<file path="config.mk">
export PLATFORM = sky130hd
export DESIGN_NAME = pipe_ctrl
export DESIGN_NICKNAME = d
export VERILOG_FILES = /design/src/rtl/pipe_ctrl_pkg.sv /design/src/rtl/mc_down_counter.sv /design/src/rtl/pipe_ctrl.sv
export SDC_FILE = /design/constraint.sdc
export NUM_CORES = 1
export LEC_CHECK = 0
export BUFFER_PORTS_ARGS = -buffer_cell sky130_fd_sc_hd__buf_2
export CORE_ASPECT_RATIO = 0.75
export CORE_MARGIN = 3
export CORE_UTILIZATION = 53
export DETAILED_ROUTE_END_ITERATION = 7
export PLACE_DENSITY = 0.8
export SYNTH_ARGS = -nofsm -noshare
export SYNTH_HDL_FRONTEND = slang
export SYNTH_SLANG_ARGS = --single-unit
</file>
<file path="constraint.sdc">
create_clock -name clk -period 2.52 [get_ports clk]
set_input_delay 0.252 -clock clk [delete_from_list [all_inputs] [get_ports clk]]
set_output_delay 0.252 -clock clk [all_outputs]
set_load 0.02 [all_outputs]
</file>
<file path="src/rtl/pipe_ctrl_pkg.sv">
// Shared pipeline control defines: FSM encodings and counter widths.
package pipe_ctrl_pkg;

    localparam int MC_W  = 4;
    localparam int CNT_W = 16;

    typedef enum logic [1:0] {
        RUN    = 2'd0,
        MCBUSY = 2'd1,
        HALT   = 2'd2
    } ctrl_state_e;

    localparam logic [CNT_W-1:0] CNT_MAX = {CNT_W{1'b1}};

endpackage

</file>
<file path="src/rtl/mc_down_counter.sv">
// Remaining-latency down-counter for a multi-cycle EX operation.
module mc_down_counter
    import pipe_ctrl_pkg::*;
(
    input  logic            clk,
    input  logic            rst,
    input  logic            load,
    input  logic [MC_W-1:0] value,
    input  logic            dec,
    output logic            zero_or_one
);

    logic [MC_W-1:0] cnt_q;
    logic [MC_W-1:0] cnt_d;

    always_comb begin
        cnt_d = cnt_q;
        if (load) begin
            cnt_d = value;
        end else if (dec) begin
            cnt_d = cnt_q - {{(MC_W-1){1'b0}}, 1'b1};
        end
    end

    always_ff @(posedge clk or posedge rst) begin
        if (rst) begin
            cnt_q <= '0;
        end else begin
            cnt_q <= cnt_d;
        end
    end

    assign zero_or_one = (cnt_q <= {{(MC_W-1){1'b0}}, 1'b1});

endmodule

</file>
<file path="src/rtl/pipe_ctrl.sv">
// Pipeline hazard/stall controller: Mealy enables and flushes, multi-cycle
// EX tracking, halt handling and a saturating front-end stall counter.
module pipe_ctrl
    import pipe_ctrl_pkg::*;
(
    input  logic             clk,
    input  logic             rst,
    input  logic             Need_Stall,
    input  logic             EX__BranchTaken,
    input  logic             EX__MC_Start,
    input  logic [MC_W-1:0]  EX__MC_Cycles,
    input  logic             MEM__Busy,
    input  logic             Halt_Req,
    input  logic             Resume,
    input  logic             Cnt_Clr,
    output logic             IF_En,
    output logic             ID_En,
    output logic             EX_En,
    output logic             MEM_En,
    output logic             WB_En,
    output logic             IFid_Flush,
    output logic             IDex_Flush,
    output logic             EXmem_Flush,
    output logic             MC_Done,
    output logic             Halted,
    output logic [CNT_W-1:0] Stall_Cnt
);

    ctrl_state_e      state_q, state_d;
    logic [CNT_W-1:0] stall_cnt_q, stall_cnt_d;
    logic             mc_load;
    logic             mc_dec;
    logic             mc_last;

    mc_down_counter u_mc_cnt (
        .clk         (clk),
        .rst         (rst),
        .load        (mc_load),
        .value       (EX__MC_Cycles - {{(MC_W-1){1'b0}}, 1'b1}),
        .dec         (mc_dec),
        .zero_or_one (mc_last)
    );

    always_comb begin
        state_d     = state_q;
        IF_En       = 1'b1;
        ID_En       = 1'b1;
        EX_En       = 1'b1;
        MEM_En      = 1'b1;
        WB_En       = 1'b1;
        IFid_Flush  = 1'b0;
        IDex_Flush  = 1'b0;
        EXmem_Flush = 1'b0;
        MC_Done     = 1'b0;
        Halted      = 1'b0;
        mc_load     = 1'b0;
        mc_dec      = 1'b0;

        unique case (state_q)
            RUN: begin
                if (MEM__Busy) begin
                    {IF_En, ID_En, EX_En, MEM_En, WB_En} = 5'b0;
                end else if (Need_Stall) begin
                    {IF_En, ID_En, EX_En} = 3'b0;
                    EXmem_Flush = 1'b1;
                end else if (EX__MC_Start) begin
                    if (EX__MC_Cycles >= 4'd2) begin
                        {IF_En, ID_En, EX_En} = 3'b0;
                        EXmem_Flush = 1'b1;
                        mc_load     = 1'b1;
                        state_d     = MCBUSY;
                    end else begin
                        MC_Done = 1'b1;
                    end
                end else if (EX__BranchTaken) begin
                    IFid_Flush = 1'b1;
                    IDex_Flush = 1'b1;
                end else if (Halt_Req) begin
                    state_d = HALT;
                end
            end
            MCBUSY: begin
                if (MEM__Busy) begin
                    {IF_En, ID_En, EX_En, MEM_En, WB_En} = 5'b0;
                end else if (!mc_last) begin
                    {IF_En, ID_En, EX_En} = 3'b0;
                    EXmem_Flush = 1'b1;
                    mc_dec      = 1'b1;
                end else begin
                    MC_Done = 1'b1;
                    state_d = RUN;
                end
            end
            HALT: begin
                {IF_En, ID_En, EX_En, MEM_En, WB_En} = 5'b0;
                Halted = 1'b1;
                if (Resume) begin
                    state_d = RUN;
                end
            end
            default: begin
                state_d = RUN;
            end
        endcase

        // Reset silences every control output without waiting for an edge.
        if (rst) begin
            {IF_En, ID_En, EX_En, MEM_En, WB_En} = 5'b0;
            {IFid_Flush, IDex_Flush, EXmem_Flush} = 3'b0;
            MC_Done = 1'b0;
            Halted  = 1'b0;
            mc_load = 1'b0;
            mc_dec  = 1'b0;
        end
    end

    always_comb begin
        stall_cnt_d = stall_cnt_q;
        if (Cnt_Clr) begin
            stall_cnt_d = '0;
        end else if (!IF_En && state_q != HALT && stall_cnt_q != CNT_MAX) begin
            stall_cnt_d = stall_cnt_q + {{(CNT_W-1){1'b0}}, 1'b1};
        end
    end

    always_ff @(posedge clk or posedge rst) begin
        if (rst) begin
            state_q     <= RUN;
            stall_cnt_q <= '0;
        end else begin
            state_q     <= state_d;
            stall_cnt_q <= stall_cnt_d;
        end
    end

    assign Stall_Cnt = stall_cnt_q;

endmodule

</file>
==> results.yml <==
sta:
  clock_skew_ps: 3.99
  hold_violations: 0
  fin_crit_sh_pct: 87.8
  finalCriticalPeriod_ps: 2210
  rsz0062_at_grt: "no"
  tns_ps: 0
  setup_violations: 0
  slew_headroom_pct: 67.2
  tightest_slew_ps: 487
  fmax_mhz: 452
  slew_viol_final: 0
global_route:
  grt_pass1_wl_um: 5910
  grt_pass1_vias: 1334
  grt_usage_pct: 22.1
  grt_max_degree: 24
  grt_overflow: 0
  antenna_found_initial: 0
logic_synthesis:
  synth.area.mux_share_pct: 4.34
  seq_area_frac_synth_pct: 36.0
  yosys-top-cells-area: "dfrtp_1 (36%), a21oi_1 (4.9%), nor2_1 (4.2%), ha_1 (4.1%), nor2b_1 (3.3%)"
  avgSynthCellArea_um2: 8.69
  synth_top_family_by_area: "simple AND/OR/NAND/NOR gates"
  synth-xor-area-share_pct: 2.86
  synthArstFlopShare_pct: 100
  yosysUniqueCellTypes: 49
  syn_nets: 194
  yosys_warnings: 0
  synthCells: 176
  synth.top_cell.area_share_pct: 36.0
  synth_compound_area_share_pct: 19.0
  synth_area_leader_cell: "dfrtp_1"
  synthAdderAreaFrac_pct: 4.09
  synth_edf_count: 0
  yosys_register_bits: 22
  syn_area_um2: 1530
  synth_simple_gate_area_share_pct: 26.7
  ys.flop_type: "dfrtp_1"
setup_path:
  critPathMaxFanout: 4
  critPathCaptureType: "output pin"
  critPathKind: "flop to output pin"
  startpoint_type: "flop"
  cp.arrival_ps: 1960
  required_ps: 2270
place:
  gp_congestion: 0.885
  dp_cells: 243
  numPortBuffers: 38
  placed_area_um2: 1720
  place_hpwl_um: 2860
cells_and_area:
  seq_area_um2: 551
  multiInputGateArea_um2: 871
  insertedDiodeCount: 0
  syn_to_final_growth_pct: 16.4
  layout_commonest_cell: "buf_2"
  fin_cells: 247
  layout_common_cells: "buf_2 (38), dfrtp_1 (22), nor2_1 (17)"
  final_area_um2: 1780
  drive_gt1_share_pct: 25.1
  layout.nets: 230
  fillers: 216
power_and_ir_drop:
  comb_power_share_pct: 34.4
  clkPwrFrac_pct: 23.1
  switching_power_uw: 404
  intPower_uw: 691
  p_leak_uw: 0.000829
  p_sw_share_pct: 36.9
  irDropWorstVdd_v: 0.000482
  powerDensity_nw_per_um2: 615
  p_seq_share_pct: 42.5
job:
  cap_violations: 0
clock_tree:
  cts_setup_buffers: 0
  cts_tree: "done"
  htreeDepth: 1
  cts_root_buf: "clkbuf_8"
  cts.sinks: 22
  ctsHoldBuffers: 0
  clock_path_buffers: 2
  clk_transition_reported_paths_ps: 80
  cts_resized: 0
  clkLatencyLatePin_ps: 270
  numCtsBuffers: 3
route:
  viasPerCell: 5.94
  drt_wl_total_um: 3690
  antenna_left: 0
  vias: 1467
  drt_pre_antenna_iters: 4
  first_iter_violations: 76
  wl_per_cell_um: 14.9
  drc: 0
die:
  dieWidth_um: 68.0
  die-area_um2: 3570
  die_h_um: 52.5
  start_util_pct: 57.0
  ios: 39
  core_um2: 2680
  row_count: 16
hold_path:
  holdCritPathClass: "primary input to asynchronous set/reset pin"
outcome:
  outcome: "complete, no violations"
flip-flops by register name (all words and copies together) (netlist names):
| register | count |
|---|---|
| state_q | 2 |
| Stall_Cnt | 16 |
| u_mc_cnt.cnt_q | 4 |
path summary, 6_finish.rpt:
path	start	end	slack, ps	cells after the start
setup reg to reg	u_mc_cnt.cnt_q[0]$_DFFE_PP0P_	Stall_Cnt[9]$_DFFE_PP0P_	360	8
max in group asynchronous	rst	Stall_Cnt[13]$_DFFE_PP0P_	2180	3
hold / removal	rst	Stall_Cnt[5]$_DFFE_PP0P_	110	3
setup / recovery	u_mc_cnt.cnt_q[0]$_DFFE_PP0P_	ID_En	310	8
hold reg to reg	u_mc_cnt.cnt_q[3]$_DFFE_PP0P_	u_mc_cnt.cnt_q[3]$_DFFE_PP0P_	580	2
min in group clk	Resume	state_q[1]$_DFFE_PP0P_	290	4
worst max-delay path, cell delays in order, from the launching register on:
cell and delay, ps:
dfrtp_1 400, inv_1 100, ha_1 170, nor2_1 70, or3_1 360, o21ai_0 190, a31oi_1 60, nor2_1 140
buf_2 190
final cells by class:
class                   instances  share of cell area (%)
flip-flops and latches         22                    30.9
repair buffers                 42                    12.4
inverters                      10                    2.11
well taps                      36                    2.53
clock buffers                   4                    3.09
multi-input cells             133                    48.9
cells by family (layout without fill, tap and decap cells):
logic type,count (synthesis),count (layout)
buf+inv,21,56
simple gates,75,75
xor+xnor,5,5
compound gates,42,42
mux,6,6
fa+ha+maj,5,5
flops,22,22
power groups by stage:
| stage | combinational (uW) | clock (uW) | sequential, uW |
|---|---|---|---|
| 2_1_floorplan | 292 | 0 | 460 |
| 3_3_place_gp | 360 | 0 | 468 |
| 3_5_place_dp | 374 | 0 | 470 |
| 4_1_cts | 376 | 259 | 463 |
| 5_1_grt | 420 | 275 | 474 |
| 6_report | 376 | 253 | 465 |
cell usage after synthesis (all sizes together), types with 2 or more instances:
library cell	instances
nand2	7
buf	8
ha	5
nand4	4
o21ai	8
or2	3
or3	4
a21oi	15
nor2	17
and2	3
nor3	4
mux2	5
dfrtp	22
nand2b	2
nand3	7
nor4	7
o31ai	6
inv	10
or4	4
and3	2
xnor2	4
nor2b	8
clkbuf	3
metrics by stage:
step | worst slack (ps) | power (uW) | util, % | hold WS, ps
floorplan | 466 | 753 | - | 129
global placement | 479 | 827 | 64.3 | 397
detailed placement | 384 | 845 | 64.3 | 408
CTS | 327 | 1100 | 66.3 | 116
global route | 172 | 1170 | 66.3 | 141
finish | 307 | 1090 | 66.3 | 112
metal layers:
metal	part of all wire [%]	wire (um)	GRT usage, %	vias up
met5	0	0	0	-
li1	-	-	-	718
met3	4.4	162	6.01	3
met1	45	1670	28.1	713
met4	0.46	17	3.96	0
met2	50	1840	37.6	33
No activity file was read; power rests on OpenSTA's default activity.
